### src/rtl/muldiv_unit_pkg.sv
// Shared types and constants for the RV32M multiply/divide unit.
package muldiv_unit_pkg;

  typedef enum logic [1:0] {
    S_IDLE = 2'd0,
    S_MUL  = 2'd1,
    S_DIV  = 2'd2,
    S_FIX  = 2'd3
  } state_e;

  localparam int         DIV_ITERS    = 32;
  localparam logic [4:0] DIV_CNT_INIT = 5'(DIV_ITERS - 1);

  // Magnitude of a possibly-signed operand; 0x80000000 maps to itself as unsigned.
  function automatic logic [31:0] abs32(input logic [31:0] v, input logic sgn);
    return (sgn && v[31]) ? (~v + 32'd1) : v;
  endfunction

endpackage

### src/rtl/muldiv_unit_if.sv
// Request/response bundle between the decode stage and the mul/div unit.
interface muldiv_unit_if;
  logic        valid_i;
  logic        inst_mul_i, inst_mulh_i, inst_mulhsu_i, inst_mulhu_i;
  logic        inst_div_i, inst_divu_i, inst_rem_i, inst_remu_i;
  logic [31:0] operand_a_i;
  logic [31:0] operand_b_i;
  logic        kill_i;
  logic        ready_o;
  logic        valid_o;
  logic [31:0] result_o;

  modport master (
    output valid_i, inst_mul_i, inst_mulh_i, inst_mulhsu_i, inst_mulhu_i,
           inst_div_i, inst_divu_i, inst_rem_i, inst_remu_i,
           operand_a_i, operand_b_i, kill_i,
    input  ready_o, valid_o, result_o
  );

  modport slave (
    input  valid_i, inst_mul_i, inst_mulh_i, inst_mulhsu_i, inst_mulhu_i,
           inst_div_i, inst_divu_i, inst_rem_i, inst_remu_i,
           operand_a_i, operand_b_i, kill_i,
    output ready_o, valid_o, result_o
  );
endinterface

### src/rtl/muldiv_unit_divider.sv
// Unsigned 32-iteration restoring divider; done_o flags the cycle of the final step.
module muldiv_unit_divider
  import muldiv_unit_pkg::*;
(
  input  logic        clk_i,
  input  logic        rst_i,
  input  logic        start_i,
  input  logic        kill_i,
  input  logic [31:0] dividend_i,
  input  logic [31:0] divisor_i,
  output logic        done_o,
  output logic [31:0] quotient_o,
  output logic [31:0] remainder_o
);

  logic        busy_q, busy_d;
  logic [4:0]  cnt_q, cnt_d;
  logic [31:0] rem_q, rem_d, quo_q, quo_d, dvs_q, dvs_d;
  logic [32:0] shifted, trial;

  // Remainder is always below the divisor, so the shifted value needs 33 bits.
  assign shifted = {rem_q, quo_q[31]};
  assign trial   = shifted - {1'b0, dvs_q};

  always_comb begin
    busy_d = busy_q;
    cnt_d  = cnt_q;
    rem_d  = rem_q;
    quo_d  = quo_q;
    dvs_d  = dvs_q;
    if (start_i) begin
      busy_d = 1'b1;
      cnt_d  = DIV_CNT_INIT;
      rem_d  = '0;
      quo_d  = dividend_i;
      dvs_d  = divisor_i;
    end else if (busy_q) begin
      if (trial[32]) begin
        rem_d = shifted[31:0];
        quo_d = {quo_q[30:0], 1'b0};
      end else begin
        rem_d = trial[31:0];
        quo_d = {quo_q[30:0], 1'b1};
      end
      if (cnt_q == '0) busy_d = 1'b0;
      else             cnt_d  = cnt_q - 5'd1;
    end
    if (kill_i) busy_d = 1'b0;
  end

  always_ff @(posedge clk_i) begin
    if (!rst_i) begin
      busy_q <= 1'b0;
      cnt_q  <= '0;
      rem_q  <= '0;
      quo_q  <= '0;
      dvs_q  <= '0;
    end else begin
      busy_q <= busy_d;
      cnt_q  <= cnt_d;
      rem_q  <= rem_d;
      quo_q  <= quo_d;
      dvs_q  <= dvs_d;
    end
  end

  assign done_o      = busy_q && (cnt_q == '0);
  assign quotient_o  = quo_q;
  assign remainder_o = rem_q;

endmodule

### src/rtl/muldiv_unit.sv
// RV32M execute unit: 2-cycle multiplier, iterative divider, sign fix-up and control FSM.
module muldiv_unit
  import muldiv_unit_pkg::*;
#(
  parameter bit SUPPORT_MUL = 1'b1,
  parameter bit SUPPORT_DIV = 1'b1
) (
  input  logic         clk_i,
  input  logic         rst_i,
  muldiv_unit_if.slave bus
);

  state_e      state_q, state_d;
  logic [32:0] mul_a_q, mul_a_d, mul_b_q, mul_b_d;
  logic        mul_hi_q, mul_hi_d;
  logic        is_rem_q, is_rem_d, neg_q_q, neg_q_d, neg_r_q, neg_r_d;
  logic        special_q, special_d;
  logic [31:0] fix_res_q, fix_res_d;
  logic        valid_q, valid_d;
  logic [31:0] result_q, result_d;

  logic        op_mul, op_div, sgn_div, accept, b_zero, ovf;
  logic [31:0] a, b, div_dividend, div_divisor, div_quo, div_rem, fix_val;
  logic        div_start, div_done;
  logic signed [63:0] prod;

  assign a       = bus.operand_a_i;
  assign b       = bus.operand_b_i;
  assign op_mul  = bus.inst_mul_i | bus.inst_mulh_i | bus.inst_mulhsu_i | bus.inst_mulhu_i;
  assign op_div  = bus.inst_div_i | bus.inst_divu_i | bus.inst_rem_i | bus.inst_remu_i;
  assign sgn_div = bus.inst_div_i | bus.inst_rem_i;
  assign accept  = bus.valid_i && (state_q == S_IDLE) && !bus.kill_i;
  assign b_zero  = (b == '0);
  assign ovf     = sgn_div && (a == 32'h8000_0000) && (b == 32'hFFFF_FFFF);

  assign div_dividend = abs32(a, sgn_div);
  assign div_divisor  = abs32(b, sgn_div);

  // Only the low 64 bits of the 66-bit signed product are ever selected.
  assign prod = 64'($signed(mul_a_q)) * 64'($signed(mul_b_q));

  always_comb begin
    fix_val = is_rem_q ? (neg_r_q ? (~div_rem + 32'd1) : div_rem)
                       : (neg_q_q ? (~div_quo + 32'd1) : div_quo);
    if (special_q) fix_val = fix_res_q;
  end

  always_comb begin
    state_d   = state_q;
    mul_a_d   = mul_a_q;
    mul_b_d   = mul_b_q;
    mul_hi_d  = mul_hi_q;
    is_rem_d  = is_rem_q;
    neg_q_d   = neg_q_q;
    neg_r_d   = neg_r_q;
    special_d = special_q;
    fix_res_d = fix_res_q;
    valid_d   = 1'b0;
    result_d  = result_q;
    div_start = 1'b0;
    case (state_q)
      S_IDLE: begin
        if (accept && op_mul) begin
          mul_a_d  = {(bus.inst_mulh_i | bus.inst_mulhsu_i) & a[31], a};
          mul_b_d  = {bus.inst_mulh_i & b[31], b};
          mul_hi_d = !bus.inst_mul_i;
          state_d  = S_MUL;
        end else if (accept && op_div) begin
          is_rem_d = bus.inst_rem_i | bus.inst_remu_i;
          neg_q_d  = sgn_div && (a[31] ^ b[31]);
          neg_r_d  = sgn_div && a[31];
          if (!SUPPORT_DIV) begin
            special_d = 1'b1;
            fix_res_d = '0;
            state_d   = S_FIX;
          end else if (b_zero || ovf) begin
            special_d = 1'b1;
            if (bus.inst_rem_i | bus.inst_remu_i) fix_res_d = b_zero ? a : '0;
            else                                  fix_res_d = b_zero ? 32'hFFFF_FFFF : 32'h8000_0000;
            state_d   = S_FIX;
          end else begin
            special_d = 1'b0;
            div_start = 1'b1;
            state_d   = S_DIV;
          end
        end
      end
      S_MUL: begin
        result_d = SUPPORT_MUL ? (mul_hi_q ? prod[63:32] : prod[31:0]) : '0;
        valid_d  = 1'b1;
        state_d  = S_IDLE;
      end
      S_DIV: if (div_done) state_d = S_FIX;
      S_FIX: begin
        result_d = fix_val;
        valid_d  = 1'b1;
        state_d  = S_IDLE;
      end
      default: state_d = S_IDLE;
    endcase
    // A flush drops everything, including a result about to be written.
    if (bus.kill_i) begin
      state_d   = S_IDLE;
      valid_d   = 1'b0;
      result_d  = result_q;
      div_start = 1'b0;
    end
  end

  always_ff @(posedge clk_i) begin
    if (!rst_i) begin
      state_q   <= S_IDLE;
      mul_a_q   <= '0;
      mul_b_q   <= '0;
      mul_hi_q  <= 1'b0;
      is_rem_q  <= 1'b0;
      neg_q_q   <= 1'b0;
      neg_r_q   <= 1'b0;
      special_q <= 1'b0;
      fix_res_q <= '0;
      valid_q   <= 1'b0;
      result_q  <= '0;
    end else begin
      state_q   <= state_d;
      mul_a_q   <= mul_a_d;
      mul_b_q   <= mul_b_d;
      mul_hi_q  <= mul_hi_d;
      is_rem_q  <= is_rem_d;
      neg_q_q   <= neg_q_d;
      neg_r_q   <= neg_r_d;
      special_q <= special_d;
      fix_res_q <= fix_res_d;
      valid_q   <= valid_d;
      result_q  <= result_d;
    end
  end

  generate
    if (SUPPORT_DIV) begin : g_div
      muldiv_unit_divider u_div (
        .clk_i       (clk_i),
        .rst_i       (rst_i),
        .start_i     (div_start),
        .kill_i      (bus.kill_i),
        .dividend_i  (div_dividend),
        .divisor_i   (div_divisor),
        .done_o      (div_done),
        .quotient_o  (div_quo),
        .remainder_o (div_rem)
      );
    end else begin : g_no_div
      assign div_done = 1'b1;
      assign div_quo  = '0;
      assign div_rem  = '0;
    end
  endgenerate

  assign bus.ready_o  = (state_q == S_IDLE);
  assign bus.valid_o  = valid_q;
  assign bus.result_o = result_q;

endmodule

### src/flat_wrapper.sv
// flat-port wrapper written by rule: the top's interface ports become plain ports
module muldiv_unit_flat import muldiv_unit_pkg::*;
#(
  parameter bit SUPPORT_MUL = 1'b1,
  parameter bit SUPPORT_DIV = 1'b1
)
  (clk_i, rst_i, bus_valid_i, bus_inst_mul_i, bus_inst_mulh_i, bus_inst_mulhsu_i, bus_inst_mulhu_i, bus_inst_div_i, bus_inst_divu_i, bus_inst_rem_i, bus_inst_remu_i, bus_operand_a_i, bus_operand_b_i, bus_kill_i, bus_ready_o, bus_valid_o, bus_result_o);
  muldiv_unit_if bus_i ();
  input  logic clk_i;
  input  logic rst_i;
  input wire logic [$bits(bus_i.valid_i)-1:0] bus_valid_i;
  input wire logic [$bits(bus_i.inst_mul_i)-1:0] bus_inst_mul_i;
  input wire logic [$bits(bus_i.inst_mulh_i)-1:0] bus_inst_mulh_i;
  input wire logic [$bits(bus_i.inst_mulhsu_i)-1:0] bus_inst_mulhsu_i;
  input wire logic [$bits(bus_i.inst_mulhu_i)-1:0] bus_inst_mulhu_i;
  input wire logic [$bits(bus_i.inst_div_i)-1:0] bus_inst_div_i;
  input wire logic [$bits(bus_i.inst_divu_i)-1:0] bus_inst_divu_i;
  input wire logic [$bits(bus_i.inst_rem_i)-1:0] bus_inst_rem_i;
  input wire logic [$bits(bus_i.inst_remu_i)-1:0] bus_inst_remu_i;
  input wire logic [$bits(bus_i.operand_a_i)-1:0] bus_operand_a_i;
  input wire logic [$bits(bus_i.operand_b_i)-1:0] bus_operand_b_i;
  input wire logic [$bits(bus_i.kill_i)-1:0] bus_kill_i;
  output wire logic [$bits(bus_i.ready_o)-1:0] bus_ready_o;
  output wire logic [$bits(bus_i.valid_o)-1:0] bus_valid_o;
  output wire logic [$bits(bus_i.result_o)-1:0] bus_result_o;
  assign bus_i.valid_i = bus_valid_i;
  assign bus_i.inst_mul_i = bus_inst_mul_i;
  assign bus_i.inst_mulh_i = bus_inst_mulh_i;
  assign bus_i.inst_mulhsu_i = bus_inst_mulhsu_i;
  assign bus_i.inst_mulhu_i = bus_inst_mulhu_i;
  assign bus_i.inst_div_i = bus_inst_div_i;
  assign bus_i.inst_divu_i = bus_inst_divu_i;
  assign bus_i.inst_rem_i = bus_inst_rem_i;
  assign bus_i.inst_remu_i = bus_inst_remu_i;
  assign bus_i.operand_a_i = bus_operand_a_i;
  assign bus_i.operand_b_i = bus_operand_b_i;
  assign bus_i.kill_i = bus_kill_i;
  assign bus_ready_o = bus_i.ready_o;
  assign bus_valid_o = bus_i.valid_o;
  assign bus_result_o = bus_i.result_o;
  muldiv_unit #(.SUPPORT_MUL(SUPPORT_MUL), .SUPPORT_DIV(SUPPORT_DIV)) u_core (.clk_i(clk_i), .rst_i(rst_i), .bus(bus_i));
endmodule
### config.mk
export PLATFORM = sky130hd
export DESIGN_NAME = muldiv_unit_flat
export DESIGN_NICKNAME = d
export VERILOG_FILES = /design/src/rtl/muldiv_unit_pkg.sv /design/src/rtl/muldiv_unit_if.sv /design/src/rtl/muldiv_unit_divider.sv /design/src/rtl/muldiv_unit.sv /design/src/flat_wrapper.sv
export SDC_FILE = /design/constraint.sdc
export NUM_CORES = 2
export LEC_CHECK = 0
export BUFFER_PORTS_ARGS = -buffer_cell sky130_fd_sc_hd__buf_2
export CAP_MARGIN = 20
export CORE_MARGIN = 3
export CORE_UTILIZATION = 40
export DETAILED_ROUTE_END_ITERATION = 8
export PLACE_DENSITY_LB_ADDON = 0.1
export REMOVE_ABC_BUFFERS = 1
export SLEW_MARGIN = 20
export SYNTH_ARGS = -nofsm -noshare
export SYNTH_HDL_FRONTEND = slang
export SYNTH_SLANG_ARGS = --single-unit
### constraint.sdc
create_clock -name clk_i -period 15.9 [get_ports clk_i]
set_input_delay 1.59 -clock clk_i [delete_from_list [all_inputs] [get_ports clk_i]]
set_output_delay 1.59 -clock clk_i [all_outputs]
set_load 0.03 [all_outputs]
==> metrics.log <==
[metrics] number of setup violations in the final report: 0
[metrics] multi-input logic area: 0.04249 mm^2
[metrics] Worst Setup Slack post-DPL: 7109 ps
[metrics] number of violations reported at the end of detailed-routing iteration 0: 2667
[metrics] CTS clk-pin slew, worst paths: 60 ps
[metrics] HP Class: reg2reg
[metrics] floorplan die area: 0.1369 mm^2
[metrics] Fin. Hold Viols: 0
[metrics] Post-Synthesis Cells: 6120
[metrics] part of the total power dissipated in sequential elements: 28.8%
[metrics] total length of routed wires: 165600 um
[metrics] Cell Pwr Density: 38.75 mW/mm^2
[metrics] buffer levels on the longest clock path: 3
[metrics] Max Freq: 112.6 MHz
[metrics] leading cell types by total area after synthesis: fa_1, dfxtp_1, inv_1, and2_1, nand2_1
[metrics] leading cell types in the layout, fill and taps excluded: inv_1, fa_1, nand2_1
[metrics] ratio of final minimum period to clock period: 55.87%
[metrics] netlist area before placement: 0.05301 mm^2
[metrics] unrepaired setup endpoints after global routing: false
[metrics] Routability Congestion: 0.9109
[metrics] die span in x: 370.1 um
[metrics] Req. time, crit path: 16410 ps
[metrics] number of levels in the clock H-tree: 1
[metrics] count of buffers inserted at the top-level ports: 109
[metrics] Worst Setup Start Kind: register
[metrics] Layout Utilization: 43.04%
[metrics] top-level I/O count: 110
[metrics] via density per instance: 5.258
[metrics] Clk pwr share: 33.2%
[metrics] final critical path time including I/O delays and setup: 8883 ps
[metrics] run status: completed
[metrics] max-cap viol count: 0
[metrics] post-synthesis cell type with the largest combined area: fa_1
[metrics] Synth cell types: 86
[metrics] count of vias placed by the detailed router: 40820
[metrics] category of the critical setup timing path: reg2reg
[metrics] setup TNS: 0 ps
[metrics] post-synthesis sequential area ratio: 9.063%
[metrics] area taken by flip-flops and latches: 0.004815 mm^2
[metrics] switching fraction of total power: 39.45%
[metrics] crit-path max FO: 33
[metrics] yosys warns: 0
[metrics] Relative slew margins: 32.26%
[metrics] latest clock arrival within the worst-skew pair: 610 ps
[metrics] share of the synthesized area in the top cell type: 42.52%
[metrics] most instantiated flip-flop cell in the synthesis netlist: dfxtp_1
[metrics] overall fraction of global-route tracks in use: 24.73%
[metrics] total number of nets in the final design: 7449
[metrics] # hold bufs at CTS: 0
[metrics] total internal power: 1.318 mW
[metrics] post-detailed-route count of antenna-violating nets: 0
[metrics] net switching component of the power: 858.5 uW
[metrics] setup skew after layout: 28.25 ps
[metrics] Die Y: 370.1 um
[metrics] number of synthesized register bits: 240
[metrics] most common library cell in the layout ignoring fill and taps: inv_1
[metrics] via count of the first global-routing pass: 43010
[metrics] share of final-layout standard cells stronger than drive strength 1: 4.934%
[metrics] worst vdd ir: 90.33 uV
[metrics] Final Worst Setup Slack: 7017 ps
[metrics] post-detailed-placement half-perimeter wirelength: 129000 um
[metrics] clock sink count: 240
[metrics] grt ovf: 0
[metrics] setup repair bufs after CTS: 0
[metrics] wire length of the first global-routing pass: 260700 um
[metrics] maximum number of pins on one net before global-route repair: 88
[metrics] clock tree root driver cell: clkbuf_16
[metrics] Initial Utilization: 40.63%
[metrics] per-instance average area after synthesis: 8.662 um^2
[metrics] r2r setup slk: 7020 ps
[metrics] area growth from synthesis to final layout: 5.938%
[metrics] proportion of register bits with asynchronous set or reset after synthesis: 0%
[metrics] post-cts resize count: 0
[metrics] Pre-Repair DR Iteration Count: 6
[metrics] Wirelength per Cell: 21.33 um
[metrics] Fillers: 13370
[metrics] antenna violations before repair: 8
[metrics] cts bufs inserted: 31
[metrics] Leak Pwr: 27.16 nW
[metrics] Core Footprint: 0.1305 mm^2
[metrics] signal arrival time at the worst endpoint: 9390 ps
[metrics] worst-margin pin slew: 1016 ps
[metrics] remaining routing DRC violations: 0
[metrics] standard-cell row count: 132
[metrics] final number of max-transition violations: 0
[metrics] kind of end point of the critical path: register
[metrics] TritonCTS clock tree: built
[metrics] Gate power share: 38.0%
[metrics] number of flops mapped to enable cells by yosys: 0
-- cells by family after synthesis --
family	Yosys count	synth area share [%]
AND/OR/NAND/NOR	1875	17.22
buffers and inverters	1529	10.85
adder cells (fa/ha/maj)	1377	48.44
AO/OA/AOI/OAI	815	9.556
flip-flops	240	9.063
XOR/XNOR	213	3.519
multiplexers	71	1.345
-- final timing paths --
check | start | to | cells after the start
setup reg to reg | u_core.mul_a_q[32] | u_core.bus.result_o[28] | 26
setup / recovery | u_core.mul_a_q[32] | u_core.bus.result_o[28] | 26
hold reg to reg | u_core.mul_b_q[32] | u_core.mul_b_q[32] | 2
hold / removal | u_core.mul_b_q[32] | u_core.mul_b_q[32] | 2
-- layer usage --
layer | GRT usage [%] | vias up | wire, um
li1 | - | 18500 | -
met1 | 33.80 | 21120 | 72220
met2 | 41.73 | 992 | 79670
met3 | 3.522 | 198 | 9580
met4 | 5.283 | 0 | 4122
met5 | 0 | - | 0
-- area by class of cell --
class | instances | area share [%]
Multi-Input combinational cell | 4351 | 75.66
Sequential cell | 240 | 8.573
Inverter | 1170 | 7.829
Tap cell | 1742 | 3.881
Timing Repair Buffer | 202 | 2.214
Clock buffer | 47 | 1.631
Clock inverter | 9 | 0.2005
Antenna cell | 2 | 0.008911
-- critical path, stage by stage, from the launching register on --
cell and delay, ps:
dfxtp_1 310, buf_4 340, nand2_1 170, inv_1 160, fa_1 490, fa_1 630, fa_1 690, fa_1 900
inv_1 400, fa_1 590, inv_1 50, fa_1 480, fa_1 480, inv_1 50, fa_1 470, inv_1 40
ha_1 380, a21oi_1 290, o21bai_1 90, a21oi_1 300, a21oi_1 150, o21a_1 220, and4_1 210, a221o_1 360
a31oi_1 210, xnor2_1 140, o2bb2ai_1 140
-- flip-flops by register name, summed over array words and instances (netlist names) --
signal                          count
u_core.mul_a_q                     33
u_core.mul_b_q                     33
u_core.bus.result_o                32
u_core.fix_res_q                   32
u_core.g_div.u_div.dvs_q           32
u_core.g_div.u_div.quotient_o      32
u_core.g_div.u_div.remainder_o     32
u_core.g_div.u_div.cnt_q            5
u_core.state_q                      2
u_core.bus.valid_o                  1
u_core.g_div.u_div.busy_q           1
u_core.is_rem_q                     1
u_core.mul_hi_q                     1
u_core.neg_q_q                      1
u_core.neg_r_q                      1
u_core.special_q                    1
-- metrics by stage --
step / hold WS (ps) / total power [mW] / cell area (um^2) / instances
floorplan: 428.5 / 1.153 / 51650 / 5761
global placement: 435.4 / 1.468 / 55130 / 7705
detailed placement: 443.8 / 1.469 / 55130 / 7705
CTS: 451.2 / 2.200 / 56160 / 7761
global route: 472.4 / 2.304 / 56160 / 7762
finish: 450.0 / 2.176 / 56160 / 7763
-- synthesized netlist by cell type, drive strengths merged, types with 5 or more instances --
cell type	instances
a2111oi	5
a211o	6
a211oi	101
a21o	42
a21oi	300
a221oi	10
a311oi	5
a31o	6
a31oi	19
and2	538
and3	16
buf	21
clkbuf	338
dfxtp	240
fa	1126
ha	251
inv	1169
mux2i	69
nand2	849
nand2b	29
nand3	42
nand4	33
nor2	194
nor2b	40
nor3	43
nor4	22
o211ai	26
o21a	10
o21ai	178
o21bai	13
o221ai	7
o31a	5
o31ai	25
o41ai	18
or2	7
or3	22
or4	17
xnor2	143
xor2	70
-- power groups by stage --
| stage | combinational (mW) | clock [mW] | sequential, mW |
|---|---|---|---|
| after floorplan | 0.479 | 0 | 0.675 |
| after global placement | 0.828 | 0 | 0.640 |
| after detailed placement | 0.829 | 0 | 0.640 |
| after CTS | 0.835 | 0.737 | 0.627 |
| after global routing | 0.916 | 0.759 | 0.629 |
| final | 0.827 | 0.722 | 0.628 |
Note: power is estimated with default switching activity, not from simulation.
